**src/rtl/rv_pkg.sv**
```systemverilog
// Shared definitions for the RV execution units: operation encodings, FSM
// states, single-bit constants and small op-classification helpers.
package rv_pkg;

    localparam logic ZERO = 1'b0;
    localparam logic ONE  = 1'b1;

    typedef enum logic [2:0] {
        OP_MUL    = 3'd0,
        OP_MULH   = 3'd1,
        OP_MULHSU = 3'd2,
        OP_MULHU  = 3'd3,
        OP_DIV    = 3'd4,
        OP_DIVU   = 3'd5,
        OP_REM    = 3'd6,
        OP_REMU   = 3'd7
    } muldiv_op_e;

    typedef enum logic [1:0] {
        ST_IDLE = 2'd0,
        ST_CALC = 2'd1,
        ST_DONE = 2'd2
    } muldiv_state_e;

    function automatic logic op_is_div(input muldiv_op_e op);
        return op inside {OP_DIV, OP_DIVU, OP_REM, OP_REMU};
    endfunction

    function automatic logic op_is_rem(input muldiv_op_e op);
        return op inside {OP_REM, OP_REMU};
    endfunction

    function automatic logic op_a_signed(input muldiv_op_e op);
        return op inside {OP_MULH, OP_MULHSU, OP_DIV, OP_REM};
    endfunction

    function automatic logic op_b_signed(input muldiv_op_e op);
        return op inside {OP_MULH, OP_DIV, OP_REM};
    endfunction

endpackage

```
**src/rtl/muldiv_step.sv**
```systemverilog
// One combinational radix-2 iteration on the packed {hi, lo} accumulator:
// restoring-divide subtract/shift when mode_div=1, shift-add multiply otherwise.
module muldiv_step
    import rv_pkg::*;
#(
    parameter int XLEN = 32
) (
    input  logic              mode_div,
    input  logic [2*XLEN-1:0] acc_i,
    input  logic [XLEN-1:0]   b_i,
    output logic [2*XLEN-1:0] acc_o
);

    logic [XLEN:0] diff;
    logic [XLEN:0] sum;

    // NOTE: every output of a combinational block gets a default first so no path leaves it unassigned (which would infer a latch).
    always_comb begin
        acc_o = acc_i;
        diff  = acc_i[2*XLEN-1:XLEN-1] - {ZERO, b_i};
        sum   = {ZERO, acc_i[2*XLEN-1:XLEN]} + {ZERO, b_i};
        if (mode_div) begin
            // Partial remainder is always < divisor, so a clear top bit means "fits".
            if (!diff[XLEN]) begin
                acc_o = {diff[XLEN-1:0], acc_i[XLEN-2:0], ONE};
            end else begin
                acc_o = {acc_i[2*XLEN-2:0], ZERO};
            end
        end else begin
            if (acc_i[0]) begin
                acc_o = {sum, acc_i[XLEN-1:1]};
            end else begin
                acc_o = {ZERO, acc_i[2*XLEN-1:1]};
            end
        end
    end

endmodule

```
**src/rtl/muldiv_unit.sv**
```systemverilog
// Iterative RV32M-style multiply/divide unit (IDLE -> CALC -> DONE).
// Define MULDIV_FAST_MUL_EN for a single-cycle multiplier; divides stay iterative.
module muldiv_unit
    import rv_pkg::*;
#(
    parameter int XLEN = 32
) (
    input  logic            clk,
    input  logic            rst_n,
    input  logic            start,
    input  muldiv_op_e      op,
    input  logic [XLEN-1:0] oprnd_a,
    input  logic [XLEN-1:0] oprnd_b,
    input  logic            kill,
    output logic            ready,
    output logic            valid,
    output logic [XLEN-1:0] result
);

    localparam int              CW         = $clog2(XLEN);
    localparam logic [CW-1:0]   COUNT_INIT = CW'(XLEN - 1);
    localparam logic [XLEN-1:0] MOST_NEG   = {1'b1, {(XLEN-1){1'b0}}};

    muldiv_state_e     state_q, state_d;
    muldiv_op_e        op_q, op_d;
    logic [CW-1:0]     count_q, count_d;
    logic [2*XLEN-1:0] acc_q, acc_d;
    logic [XLEN-1:0]   b_q, b_d;
    logic [XLEN-1:0]   result_q, result_d;
    logic              neg_q, neg_d;
    logic              spec_q, spec_d;
    logic              ready_q, ready_d;
    logic              valid_q, valid_d;

    logic              a_neg, b_neg, div_zero, div_ovf;
    logic [XLEN-1:0]   a_mag, b_mag, spec_res;
    logic [2*XLEN-1:0] step_acc;

    muldiv_step #(.XLEN(XLEN)) u_step (
        .mode_div (op_is_div(op_q)),
        .acc_i    (acc_q),
        .b_i      (b_q),
        .acc_o    (step_acc)
    );

`ifdef MULDIV_FAST_MUL_EN
    logic [2*XLEN-1:0] fast_prod;
    assign fast_prod = {{XLEN{1'b0}}, a_mag} * {{XLEN{1'b0}}, b_mag};
`endif

    // The core works on magnitudes; the sign is reapplied once the raw result is known.
    function automatic logic [XLEN-1:0] finalize(input muldiv_op_e o, input logic neg,
                                                 input logic [2*XLEN-1:0] acc);
        logic [2*XLEN-1:0] prod;
        logic [XLEN-1:0]   quo;
        logic [XLEN-1:0]   rem;
        prod = neg ? -acc : acc;
        quo  = neg ? -acc[XLEN-1:0] : acc[XLEN-1:0];
        rem  = neg ? -acc[2*XLEN-1:XLEN] : acc[2*XLEN-1:XLEN];
        case (o)
            OP_MUL:                       return prod[XLEN-1:0];
            OP_MULH, OP_MULHSU, OP_MULHU: return prod[2*XLEN-1:XLEN];
            OP_DIV, OP_DIVU:              return quo;
            default:                      return rem;
        endcase
    endfunction

    always_comb begin
        a_neg    = op_a_signed(op) && oprnd_a[XLEN-1];
        b_neg    = op_b_signed(op) && oprnd_b[XLEN-1];
        a_mag    = a_neg ? -oprnd_a : oprnd_a;
        b_mag    = b_neg ? -oprnd_b : oprnd_b;
        div_zero = op_is_div(op) && (oprnd_b == '0);
        div_ovf  = (op == OP_DIV || op == OP_REM) && (oprnd_a == MOST_NEG) && (oprnd_b == '1);
        spec_res = '0;
        if (div_zero) begin
            spec_res = op_is_rem(op) ? oprnd_a : '1;
        end else if (div_ovf) begin
            spec_res = op_is_rem(op) ? '0 : oprnd_a;
        end
    end

    always_comb begin
        state_d  = state_q;
        op_d     = op_q;
        count_d  = count_q;
        acc_d    = acc_q;
        b_d      = b_q;
        result_d = result_q;
        neg_d    = neg_q;
        spec_d   = spec_q;
        valid_d  = ZERO;
        case (state_q)
            ST_IDLE: begin
                if (start && ready_q && !kill) begin
                    op_d    = op;
                    neg_d   = op_is_rem(op) ? a_neg : (a_neg ^ b_neg);
                    b_d     = b_mag;
                    acc_d   = {{XLEN{1'b0}}, a_mag};
                    count_d = COUNT_INIT;
                    spec_d  = ZERO;
                    state_d = ST_CALC;
                    if (div_zero || div_ovf) begin
                        spec_d  = ONE;
                        acc_d   = {{XLEN{1'b0}}, spec_res};
                        count_d = '0;
                        state_d = ST_DONE;
                    end
`ifdef MULDIV_FAST_MUL_EN
                    else if (!op_is_div(op)) begin
                        acc_d   = fast_prod;
                        count_d = '0;
                        state_d = ST_DONE;
                    end
`endif
                end
            end
            ST_CALC: begin
                if (kill) begin
                    state_d = ST_IDLE;
                end else begin
                    acc_d = step_acc;
                    if (count_q == '0) begin
                        state_d = ST_DONE;
                    end else begin
                        count_d = count_q - 1'b1;
                    end
                end
            end
            ST_DONE: begin
                state_d = ST_IDLE;
                if (!kill) begin
                    valid_d  = ONE;
                    result_d = spec_q ? acc_q[XLEN-1:0] : finalize(op_q, neg_q, acc_q);
                end
            end
            default: state_d = ST_IDLE;
        endcase
        ready_d = (state_d == ST_IDLE);
    end

    // NOTE: state registers use non-blocking assignment so every flop samples pre-edge values.
    always_ff @(posedge clk or negedge rst_n) begin
        if (!rst_n) begin
            state_q  <= ST_IDLE;
            op_q     <= OP_MUL;
            count_q  <= '0;
            acc_q    <= '0;
            b_q      <= '0;
            result_q <= '0;
            neg_q    <= ZERO;
            spec_q   <= ZERO;
            ready_q  <= ONE;
            valid_q  <= ZERO;
        end else begin
            state_q  <= state_d;
            op_q     <= op_d;
            count_q  <= count_d;
            acc_q    <= acc_d;
            b_q      <= b_d;
            result_q <= result_d;
            neg_q    <= neg_d;
            spec_q   <= spec_d;
            ready_q  <= ready_d;
            valid_q  <= valid_d;
        end
    end

    assign ready  = ready_q;
    assign valid  = valid_q;
    assign result = result_q;

endmodule

```
**config.mk**
```make
export PLATFORM = sky130hd
export DESIGN_NAME = muldiv_unit
export DESIGN_NICKNAME = d
export VERILOG_FILES = /design/src/rtl/rv_pkg.sv /design/src/rtl/muldiv_step.sv /design/src/rtl/muldiv_unit.sv
export SDC_FILE = /design/constraint.sdc
export NUM_CORES = 1
export LEC_CHECK = 0
export CAP_MARGIN = 20
export CELL_PAD_IN_SITES_DETAIL_PLACEMENT = 0
export CELL_PAD_IN_SITES_GLOBAL_PLACEMENT = 1
export CORE_MARGIN = 2
export CORE_UTILIZATION = 46
export CTS_BUF_LIST = sky130_fd_sc_hd__clkbuf_8
export DETAILED_ROUTE_END_ITERATION = 16
export PLACE_DENSITY_LB_ADDON = 0.2
export SLEW_MARGIN = 20
export SYNTH_ARGS = -nofsm -noshare
export SYNTH_HDL_FRONTEND = slang
export SYNTH_SLANG_ARGS = --single-unit
```
**constraint.sdc**
```tcl
create_clock -name clk -period 4.69 [get_ports clk]
set_input_delay 0.938 -clock clk [delete_from_list [all_inputs] [get_ports clk]]
set_output_delay 0.938 -clock clk [all_outputs]
set_load 0.05 [all_outputs]
```
# ---- Word level (Yosys, flattened, before mapping)
# Cells that the tools add are included.
dict set report totals {
  register_bits 142
  in_bits 71
  out_inout_bits 34
}
dict set report classes {
  n_addsub 8
  n_eq_ne 20
  muxes 32
  bitwise 2
  n_reduce_logical 27
}
# cell count
set ops {}
lappend ops {{2-to-1 mux 64 bit} 6}
lappend ops {{2-to-1 mux 32 bit} 10}
lappend ops {{negator 32 bit} 4}
lappend ops {{case mux 64 bit (2 select lines)} 1}
lappend ops {{case mux 32 bit (3 select lines)} 1}
lappend ops {{== test 32 bit (second input constant)} 2}
lappend ops {{negator 64 bit} 1}
lappend ops {{adder 32 x 32 -> 33 bit} 1}
lappend ops {{subtractor 33 x 32 -> 33 bit} 1}
lappend ops {{zero test 32 bit} 1}
lappend ops {{== test 3 bit (second input constant)} 8}
lappend ops {{2-to-1 mux 5 bit} 4}
lappend ops {{nonzero test 4 bit} 3}
lappend ops {{case mux 5 bit (2 select lines)} 1}
lappend ops {{== test 3 x 2 -> 1 bit (second input constant)} 3}
lappend ops {{2-to-1 mux 2 bit} 4}
lappend ops {{logical AND 1 bit} 7}
lappend ops {{== test 3 x 1 -> 1 bit (second input constant)} 2}
lappend ops {{inequality test 2 bit (second input constant)} 3}
lappend ops {{zero test 5 bit} 1}
lappend ops {{subtractor 5 x 1 -> 5 bit (second input constant)} 1}
lappend ops {{zero test 2 bit} 2}
lappend ops {{2-to-1 mux 1 bit} 4}
lappend ops {{case mux 2 bit (2 select lines)} 1}
lappend ops {{other kinds (14)} 17}

# ---- Depth between registers and ports, before layout
dict set report depth {
  depth_word 9
  mapped_depth 15
  depth_no_buf 12
}

# ---- Cells and area by module
# Synthesis repeated with hierarchy kept, for this count alone.
dict set report unflattened {
  hier_cells 2065
  hier_area_um2 15582.4
}
# mod instances cells_each area_per_inst_um2
set by_module_without_submodules {}
lappend by_module_without_submodules {muldiv_unit 1 1375 10861.7}
lappend by_module_without_submodules {muldiv_step 1 690 4720.8}

# ---- Worst setup path before layout
# No wires, ideal clock.
dict set report synth_path {
  path_type {input-to-reg}
  startpoint {input oprnd_a[18]}
  endpoint {register acc_q[14]}
  arrival_ns 3.231
  required_ns 4.549
  path_slack_ns 1.318
  stages 10
  cell_sequence {or4_4 or4_4 or4_4 nor3_4 or2_1 buf_4 nor2_2 a21o_1 a22oi_1 a31oi_1}
}
dict set report synth_between {
  elab_chain_cells 8
  elab_cells_between_ends 9
}
# element line
set synth_lines {}
lappend synth_lines {{from (decl)} muldiv_unit.sv:12} ;# input logic [XLEN-1:0] oprnd_a,
lappend synth_lines {{== test 32 bit (*)} muldiv_unit.sv:74} ;# div_ovf = (op == OP_DIV || op == OP_REM) && (oprnd_a == MOST_NEG) && (oprnd_b == '1);
lappend synth_lines {{logical AND 1 bit (*) (2 in a row)} muldiv_unit.sv:74}
lappend synth_lines {{2-to-1 mux 32 bit} muldiv_unit.sv:78} ;# end else if (div_ovf) begin
lappend synth_lines {{2-to-1 mux 32 bit} muldiv_unit.sv:76} ;# if (div_zero) begin
lappend synth_lines {{2-to-1 mux 32 bit (*)} muldiv_unit.sv:103} ;# if (div_zero || div_ovf) begin
lappend synth_lines {{2-to-1 mux 64 bit (*)} muldiv_unit.sv:95} ;# if (start && ready_q && !kill) begin
lappend synth_lines {{case mux 64 bit (2 select lines) (*)} muldiv_unit.sv:93} ;# case (state_q)
lappend synth_lines {{to (signal assigned)} muldiv_unit.sv:148} ;# acc_q <= '0;
lappend synth_lines {{to (signal assigned)} muldiv_unit.sv:159} ;# acc_q <= acc_d;
lappend synth_lines {{to (decl)} muldiv_unit.sv:27} ;# logic [2*XLEN-1:0] acc_q, acc_d;
# Every way passes the cells marked *; elsewhere a longest branch is shown, timed or not. The select of a mux whose other input is x is not followed.
# A chain may end at the register's enable or synchronous reset.

# ---- Worst setup path in the final report
dict set report layout_path {
  startpoint {register acc_q[32]}
  endpoint {register acc_q[63]}
}
dict set report layout_between {
  elab_chain_cells 5
  elab_cells_between_ends 7
}
# element line
set layout_lines {}
lappend layout_lines {{subtractor 33 x 32 -> 33 bit / adder 32 x 32 -> 33 bit (equally long branches)} {muldiv_step.sv:20, muldiv_step.sv:21}}
lappend layout_lines {{2-to-1 mux 64 bit, on equally long branches} {muldiv_step.sv:24, muldiv_step.sv:30}}
lappend layout_lines {{2-to-1 mux 64 bit (*)} muldiv_step.sv:22} ;# if (mode_div) begin
lappend layout_lines {{2-to-1 mux 64 bit (*)} muldiv_unit.sv:119} ;# if (kill) begin
lappend layout_lines {{case mux 64 bit (2 select lines) (*)} muldiv_unit.sv:93}
# Marks and branches as above.

==> results.sh <==
export IMPL_result_of_the_run="finished, final reports clean"
export IMPL_pwr_density_cell_mw_per_mm2=694
export IMPL_clk_insertion_delay_late_ns=0.51
export IMPL_cp_max_fo=11
export IMPL_timing_critical_path_to_type="register"
export IMPL_hold_worst_slack_ns=0.441
export IMPL_areaGrowthSynthToFinish_pct=13.1
export IMPL_finalCritPeriodShare=0.891
export IMPL_totalNegativeSetupSlack_ns=0
export IMPL_finalCriticalPeriod_ns=4.18
export IMPL_wl_met1_mm=25.2
export IMPL_finish_net_count=2147
export IMPL_critPathLaunch="acc_q[32]"
export IMPL_floorplan_core_area_mm2=0.0315
export IMPL_r2r_end="acc_q[63]"
export IMPL_dieHeight_um=182
export IMPL_max_cap_viol_count=0
export IMPL_drt_iter0_markers=1843
export IMPL_timing_critical_path_from_type="register"
export IMPL_drive_above_1_share=0.0754
export IMPL_synth_distinct_cells=91
export IMPL_ff2ff_path_depth=12
export IMPL_first_global_vias=14258
export IMPL_cell_taking_the_most_area_after_synthesis="sky130_fd_sc_hd__dfrtp_1"
export IMPL_number_of_clock_buffers_inserted_by_tritoncts=17
export IMPL_overflow=0
export IMPL_worst_setup_path_type="register to register"
export IMPL_ys_warn_count=0
export IMPL_viasPerCell=6.41
export IMPL_netlist_area_mm2=0.0146
export IMPL_route_final_wire_length_mm=54.8
export IMPL_placer_s_final_routability_congestion_estimate=0.945
export IMPL_maxUsedRoutingLayer="met4"
export IMPL_dp_final_hpwl_mm=41.4
export IMPL_hold_buffers=0
export IMPL_cts_tree="yes"
export IMPL_synth_seq_area_share=0.243
export IMPL_root_buffer="sky130_fd_sc_hd__clkbuf_8"
export IMPL_post_layout_nonfiller_instances=2419
export IMPL_total_count_of_max_transition_violations_in_the_final_report=0
export IMPL_fp_dieArea_mm2=0.0333
export IMPL_clock_path_buffers=2
export IMPL_synth_edff_count=0
export IMPL_r2r_setup_slack_ns=0.51
export IMPL_clkSinkCount=142
export IMPL_final_setup_viol_count=0
export IMPL_post_route_drc_count=0
export IMPL_critPathMaxStageDelay_ns=0.57
export IMPL_met3WireLength_mm=4.85
export IMPL_vdd_drop_max_v=0.000260
export IMPL_timing_worst_slew_pin_value_ns=1.08
export IMPL_synth_flop_cell="sky130_fd_sc_hd__dfrtp_1"
export IMPL_final_worst_slack_ns=0.513
export IMPL_placedCellCount=2387
export IMPL_route_vias_total=15497
export IMPL_crit_top_cell="sky130_fd_sc_hd__o2111ai_1"
export IMPL_cts_repair_timing_setup_buffer_count=0
export IMPL_finClkSkew_ns=0.0336
export IMPL_endpoint="acc_q[63]"
export IMPL_postRouteAntennaNets=0
export IMPL_crit_chain="ha_1, inv_1, fa_1, nand2b_1, a211oi_1, o2111ai_1, a21oi_1, o2111ai_1, a21o_1, and2_1, o311ai_0, a32o_1"
export IMPL_die_width_um=182
export IMPL_starting_density=0.465
export IMPL_num_antenna_cells=0
export IMPL_rows=65
export IMPL_crit_required_ns=5.12
export IMPL_syn_avg_cell_area_um2=7.49
export IMPL_grt_start_max_net_pins=68
export IMPL_wire_per_inst_um=22.7
export IMPL_synth_ff_latch_count=142
export IMPL_dpl_worst_slack_ns=0.539
export IMPL_wl_met2_mm=23.2
export IMPL_syn_inst=1954
export IMPL_worst_ep_arrival_time_ns=4.61
export IMPL_hold_path_class="primary input to asynchronous set/reset pin"
export IMPL_leakage_uw=0.00690
export IMPL_grt_pass1_wl_mm=84.4
export IMPL_ctsHtreeMaxLevel=4
export IMPL_portBuffers=104
export IMPL_firstDrtPassIters=5
export IMPL_cts_resized=0
export IMPL_reg2reg_from="acc_q[32]"
export IMPL_clk_pin_slew_worst_paths_ns=0.11
export IMPL_number_of_placed_i_o_pins=105
export IMPL_crit_slowest_cell="sky130_fd_sc_hd__dfrtp_1"
export IMPL_globalRouteTotalUtil=0.328
export IMPL_synthesis_nets=2097
export IMPL_achievable_frequency_ghz=0.239
export IMPL_async_reset_ff_frac=1.00
export IMPL_rsz0062_at_grt="no"
export IMPL_antenna_found_initial=0
export IMPL_count_of_final_hold_check_violations=0
export IMPL_utilization=0.526
export IMPL_max_slew_margin_rel=0.280
export IMPL_yosys_area_top_type_share=0.241
export IMPL_leading_cell_types_by_total_area_after_synthesis="sky130_fd_sc_hd__dfrtp_1, sky130_fd_sc_hd__o21ai_0, sky130_fd_sc_hd__ha_1"
metal layers:
layer	up-vias	global-route usage
li1	7255	-
met3	93	0.0613
met4	0	0.0984
met5	-	0
met2	726	0.483
met1	7423	0.484
worst min-delay path by stage:
stage / cells after the start / to
6_report: 1 / acc_q[31]
5_1_grt: 1 / acc_q[31]
4_1_cts: 1 / acc_q[31]
3_5_place_dp: 2 / result[8]
3_3_place_gp: 2 / result[11]
2_1_floorplan: 1 / count_q[4]
cell type report:
cell class                      instances  area (µm²)
Sequential cell                       142        3560
Multi-Input combinational cell       1602       10300
Timing Repair Buffer                  168        1520
Fill cell                            3141       14900
Tap cell                              402         503
Inverter                               73         274
Clock buffer                           18         248
Clock inverter                         14         200
synth_stat cells, drive strengths merged (18+ instances only):
cell type and number:
a211oi 20, a21o 32, a21oi 169, a31oi 47, buf 37, clkbuf 100, dfrtp 141, ha 70
inv 72, mux2i 48, nand2 219, nand2b 23, nand3 61, nand4 22, nor2 167, nor3 32
nor4 20, o21ai 200, o31ai 35, o41ai 18, xnor2 93, xor2 64
worst max-delay path: cells and delay by family, from the launching register on:
family                     cells  cell delay, ns
buffers and inverters          1            0.07
DFF                            1            0.57
AOI/OAI and AO/OA              7            2.41
and+or+nand+nor                2            0.37
adders and majority gates      2            0.68
per-stage QoR:
step / area [µm²] / power (µW)
6_report: 16600 / 11500
5_1_grt: 16600 / 12300
4_1_cts: 16600 / 11300
3_5_place_dp: 16100 / 10100
3_3_place_gp: 16100 / 10000
2_1_floorplan: 14600 / 7740
flip-flops by register name (all words and copies together) (netlist names):
signal and cells:
acc_q 64, b_q 32, count_q 5, neg_q 1, op_q 3, ready 1
result 32, spec_q 1, state_q 2, valid 1
cells by family after synthesis:
kind of cell | Yosys count | synth area share
buf+inv | 210 | 0.0571
fa+ha+maj | 72 | 0.0626
xor+xnor | 157 | 0.0939
compound gates | 662 | 0.284
simple gates | 647 | 0.214
flops | 142 | 0.243
mux | 64 | 0.0451
report_power, final:
group	total, µW	switching (µW)	internal (µW)	leakage [µW]
clock network	1190	584	604	0.000229
logic	7850	4800	3050	0.00488
registers	2460	829	1630	0.00179
total	11500	6220	5280	0.00690
placed cells by master, fill, tap and decap left out, drive strengths merged, types with 23 or more instances in the layout:
| cell type | instances |
|---|---|
| inv | 78 |
| xnor2 | 93 |
| clkdlybuf4s50 | 103 |
| xor2 | 64 |
| dfrtp | 141 |
| a21oi | 169 |
| a21o | 32 |
| o21ai | 200 |
| buf | 65 |
| nand3 | 61 |
| o31ai | 35 |
| nand2 | 219 |
| ha | 70 |
| mux2i | 48 |
| nand2b | 23 |
| nor3 | 32 |
| nor2 | 167 |
| a31oi | 47 |
No activity file was read; power rests on OpenSTA's default activity.
==> RTL change, RTL diff (same settings) <==
Take the reset off `b_q` and load it in a clocked block of its own.
--- a/src/rtl/muldiv_unit.sv
+++ b/src/rtl/muldiv_unit.sv
@@ -146,7 +146,6 @@
             op_q     <= OP_MUL;
             count_q  <= '0;
             acc_q    <= '0;
-            b_q      <= '0;
             result_q <= '0;
             neg_q    <= ZERO;
             spec_q   <= ZERO;
@@ -157,7 +156,6 @@
             op_q     <= op_d;
             count_q  <= count_d;
             acc_q    <= acc_d;
-            b_q      <= b_d;
             result_q <= result_d;
             neg_q    <= neg_d;
             spec_q   <= spec_d;
@@ -166,6 +164,10 @@
         end
     end
 
+    always_ff @(posedge clk) begin
+        b_q <= b_d;
+    end
+
     assign ready  = ready_q;
     assign valid  = valid_q;
     assign result = result_q;
Function: same outputs for any inputs over 4 cycles, from zero or initial values and one cycle with rst_n low; that may be too few to reach the edited logic, so the function may still have changed.
==> RTL change against the unedited design <==
  * Combinational power is 22% lower
  * Clock power is 13% lower
  * Worst setup slack better by 0.18 ns
  * Non-clock buffer count is 7 lower
  * Fmax is 4.6% higher
  * Synthesized area is 0.15% lower
  * Worst hold slack better by 0.036 ns
  * Sequential cell count stayed put
  * Clock skew is 0.0018 ns lower
  * Power is 18% lower
  * Largest power group unchanged
  * Final area is 1.5% lower
  * Core utilization is 0.63 points lower
  * Routed wire length is 3.7% lower
==> RTL change: results (changes against the unedited design) <==
CTS
  • Clock Root Buffer: clkbuf_8
  • Skew-Pair Late Insertion Delay: 0.51 ns (about the same)
  • Post-CTS Resized: 0 (unchanged)
  • CTS Buf Count: 17 (unchanged)
  • H-tree levels: 4 (unchanged)
  • # Post-CTS Setup Buffers: 0 (unchanged)
  • Clk slew on worst S/H paths: ~0.10 ns
  • Max clock buf depth: 2 (unchanged)

Route
  • Routed WL: 52,800 µm (-3.7%)
  • Vias: 15,200 (-1.7%)
  • Starting DRC count in detailed routing: 1,720 (-6.7%)
  • Drt first pass iters: 6 (+1)
  • Mean routed wirelength per cell: 22.7 µm (about the same)

Finish
  • Flip-flop count of the largest register after layout: 64 (unchanged)
  • Reg with most FFs: acc_q
  • Share of layout cells above drive strength 1: 0.0658 (-0.00956)
  • # diodes: 0 (unchanged)
  • Nets: 2,060 (-4.1%)

Placed design
  • Final GP Congestion: 0.943 (-0.22%)
  • Cells after DPL: 2,299 (-3.7%)
  • Port bufs: 104 (unchanged)
  • Dpl hpwl: 39,300 µm (-5.2%)

Flow run
  • MaxCap Viol Count: 0 (unchanged)

Worst setup path
  • Max incr delay on CP: 0.88 ns (+0.31 ns)
  • Critical path peak fanout: 12 (+1)
  • WP data arrival: 4.35 ns (-0.26 ns)
  • Delay-heaviest family, CP: simple AND/OR/NAND/NOR gates
  • Slowest CP cell: or4_1

Min path
  • Hold WC Path Type: reg -> reg

Logic synthesis
  • Post-synth top cells: a21oi_1 (173), o21ai_0 (173), nand2_1 (151), nor2_1 (147), clkbuf_1 (112)
  • Synth unique cells: 87 (-4.4%)
  • Async S/R FF share, synth: 0.775 (-0.225)
  • Syn nets: 2,023 (-3.5%)
  • Primary FF master, synth: dfrtp_1
  • Post-Synthesis Cells: 1,880 (-3.8%)
  • Register area share after synthesis: 0.254 (+0.0113)
  • Top cells by area, synth: dfrtp_1 (19%), edfxtp_1 (6.6%), ha_1 (6.0%)
  • Number of synthesized flops with an enable pin: 32 (+32)
  • Synth warn: 0 (unchanged)

Global route
  • Gr usage total: 0.316 (-0.0118)
  • Number of global-route vias before repair: 14,100 (-1.5%)
  • Pin count of the biggest net entering global routing: 65 (-4.4%)
  • Global-route wire length before repair: 82,200 µm (-2.6%)
  • Antenna violations before repair: 0 (unchanged)

STA
  • Max-slew headroom: 0.259 (-0.0211)
  • Worst Skew: 0.0318 ns (-0.00180 ns)

Power and ir drop
  • Internal Power: 4.41 mW (-17%)
  • Post-layout total power: 9.48 mW (-18%)
  • Max VDD drop: 0.000291 V (+12%)
  • Lkg Pwr: 6.50 nW (-5.7%)

Outcome
  • Status: finished, final reports clean
[RTL change: power groups by stage]
stage	combinational [mW]	sequential (mW)	clock, mW
5_1_grt	6.68	2.38	1.09
3_5_place_dp	5.94	2.33	0
6_report	6.11	2.34	1.03
2_1_floorplan	4.68	1.86	0
4_1_cts	5.98	2.31	1.04
3_3_place_gp	5.90	2.33	0
[RTL change: cell type report]
| cell class | count | area (µm²) |
|---|---|---|
| fillers | 3135 | 15100 |
| repair buffers | 161 | 1480 |
| clock inverters | 15 | 151 |
| flip-flops and latches | 142 | 3720 |
| well taps | 402 | 503 |
| multi-input cells | 1527 | 9980 |
| clock buffers | 17 | 234 |
| inverters | 68 | 255 |
[RTL change: stage by stage]
step / setup WS (ns) / cell area (µm²)
detailed placement: 0.278 / 15900
finish: 0.698 / 16300
CTS: 0.772 / 16300
floorplan: 0.804 / 14600
global route: 0.467 / 16300
global placement: 0.282 / 15900
[RTL change: layer usage]
layer | routed length [µm] | GRT usage | up-vias
li1 | - | - | 7091
met3 | 4500 | 0.0597 | 85
met1 | 24400 | 0.464 | 7347
met5 | 0 | 0 | -
met4 | 1240 | 0.0842 | 0
met2 | 22700 | 0.473 | 711
[RTL change: cell families after synthesis]
group,Yosys count,synth area share
fa+ha+maj,72,0.0626
compound gates,666,0.291
flops,142,0.254
buf+inv,211,0.0637
xor+xnor,142,0.0851
simple gates,583,0.198
mux,64,0.0448
[RTL change: path summary, 6_finish.rpt]
path                            startpoint    endpoint  slack [ns]  cells past startpoint
worst max-delay path             acc_q[44]  result[25]        0.70                      9
min in group asynchronous            rst_n   acc_q[57]        0.52                      1
worst max register to register   acc_q[44]  result[25]        0.70                      9
worst min register to register  count_q[4]  count_q[4]        0.48                      1
max in group asynchronous            rst_n    acc_q[4]        3.28                      2
worst min-delay path            count_q[4]  count_q[4]        0.48                      1
[RTL change: worst reg2reg max path, stage by stage, from the launching register on]
cell	delay, ns
dfrtp_1	0.55
or4_1	0.88
or4b_2	0.81
o41ai_1	0.52
nand2_1	0.13
xor2_1	0.17
a221oi_1	0.28
o21ai_0	0.21
a21oi_1	0.21
o21ai_0	0.11
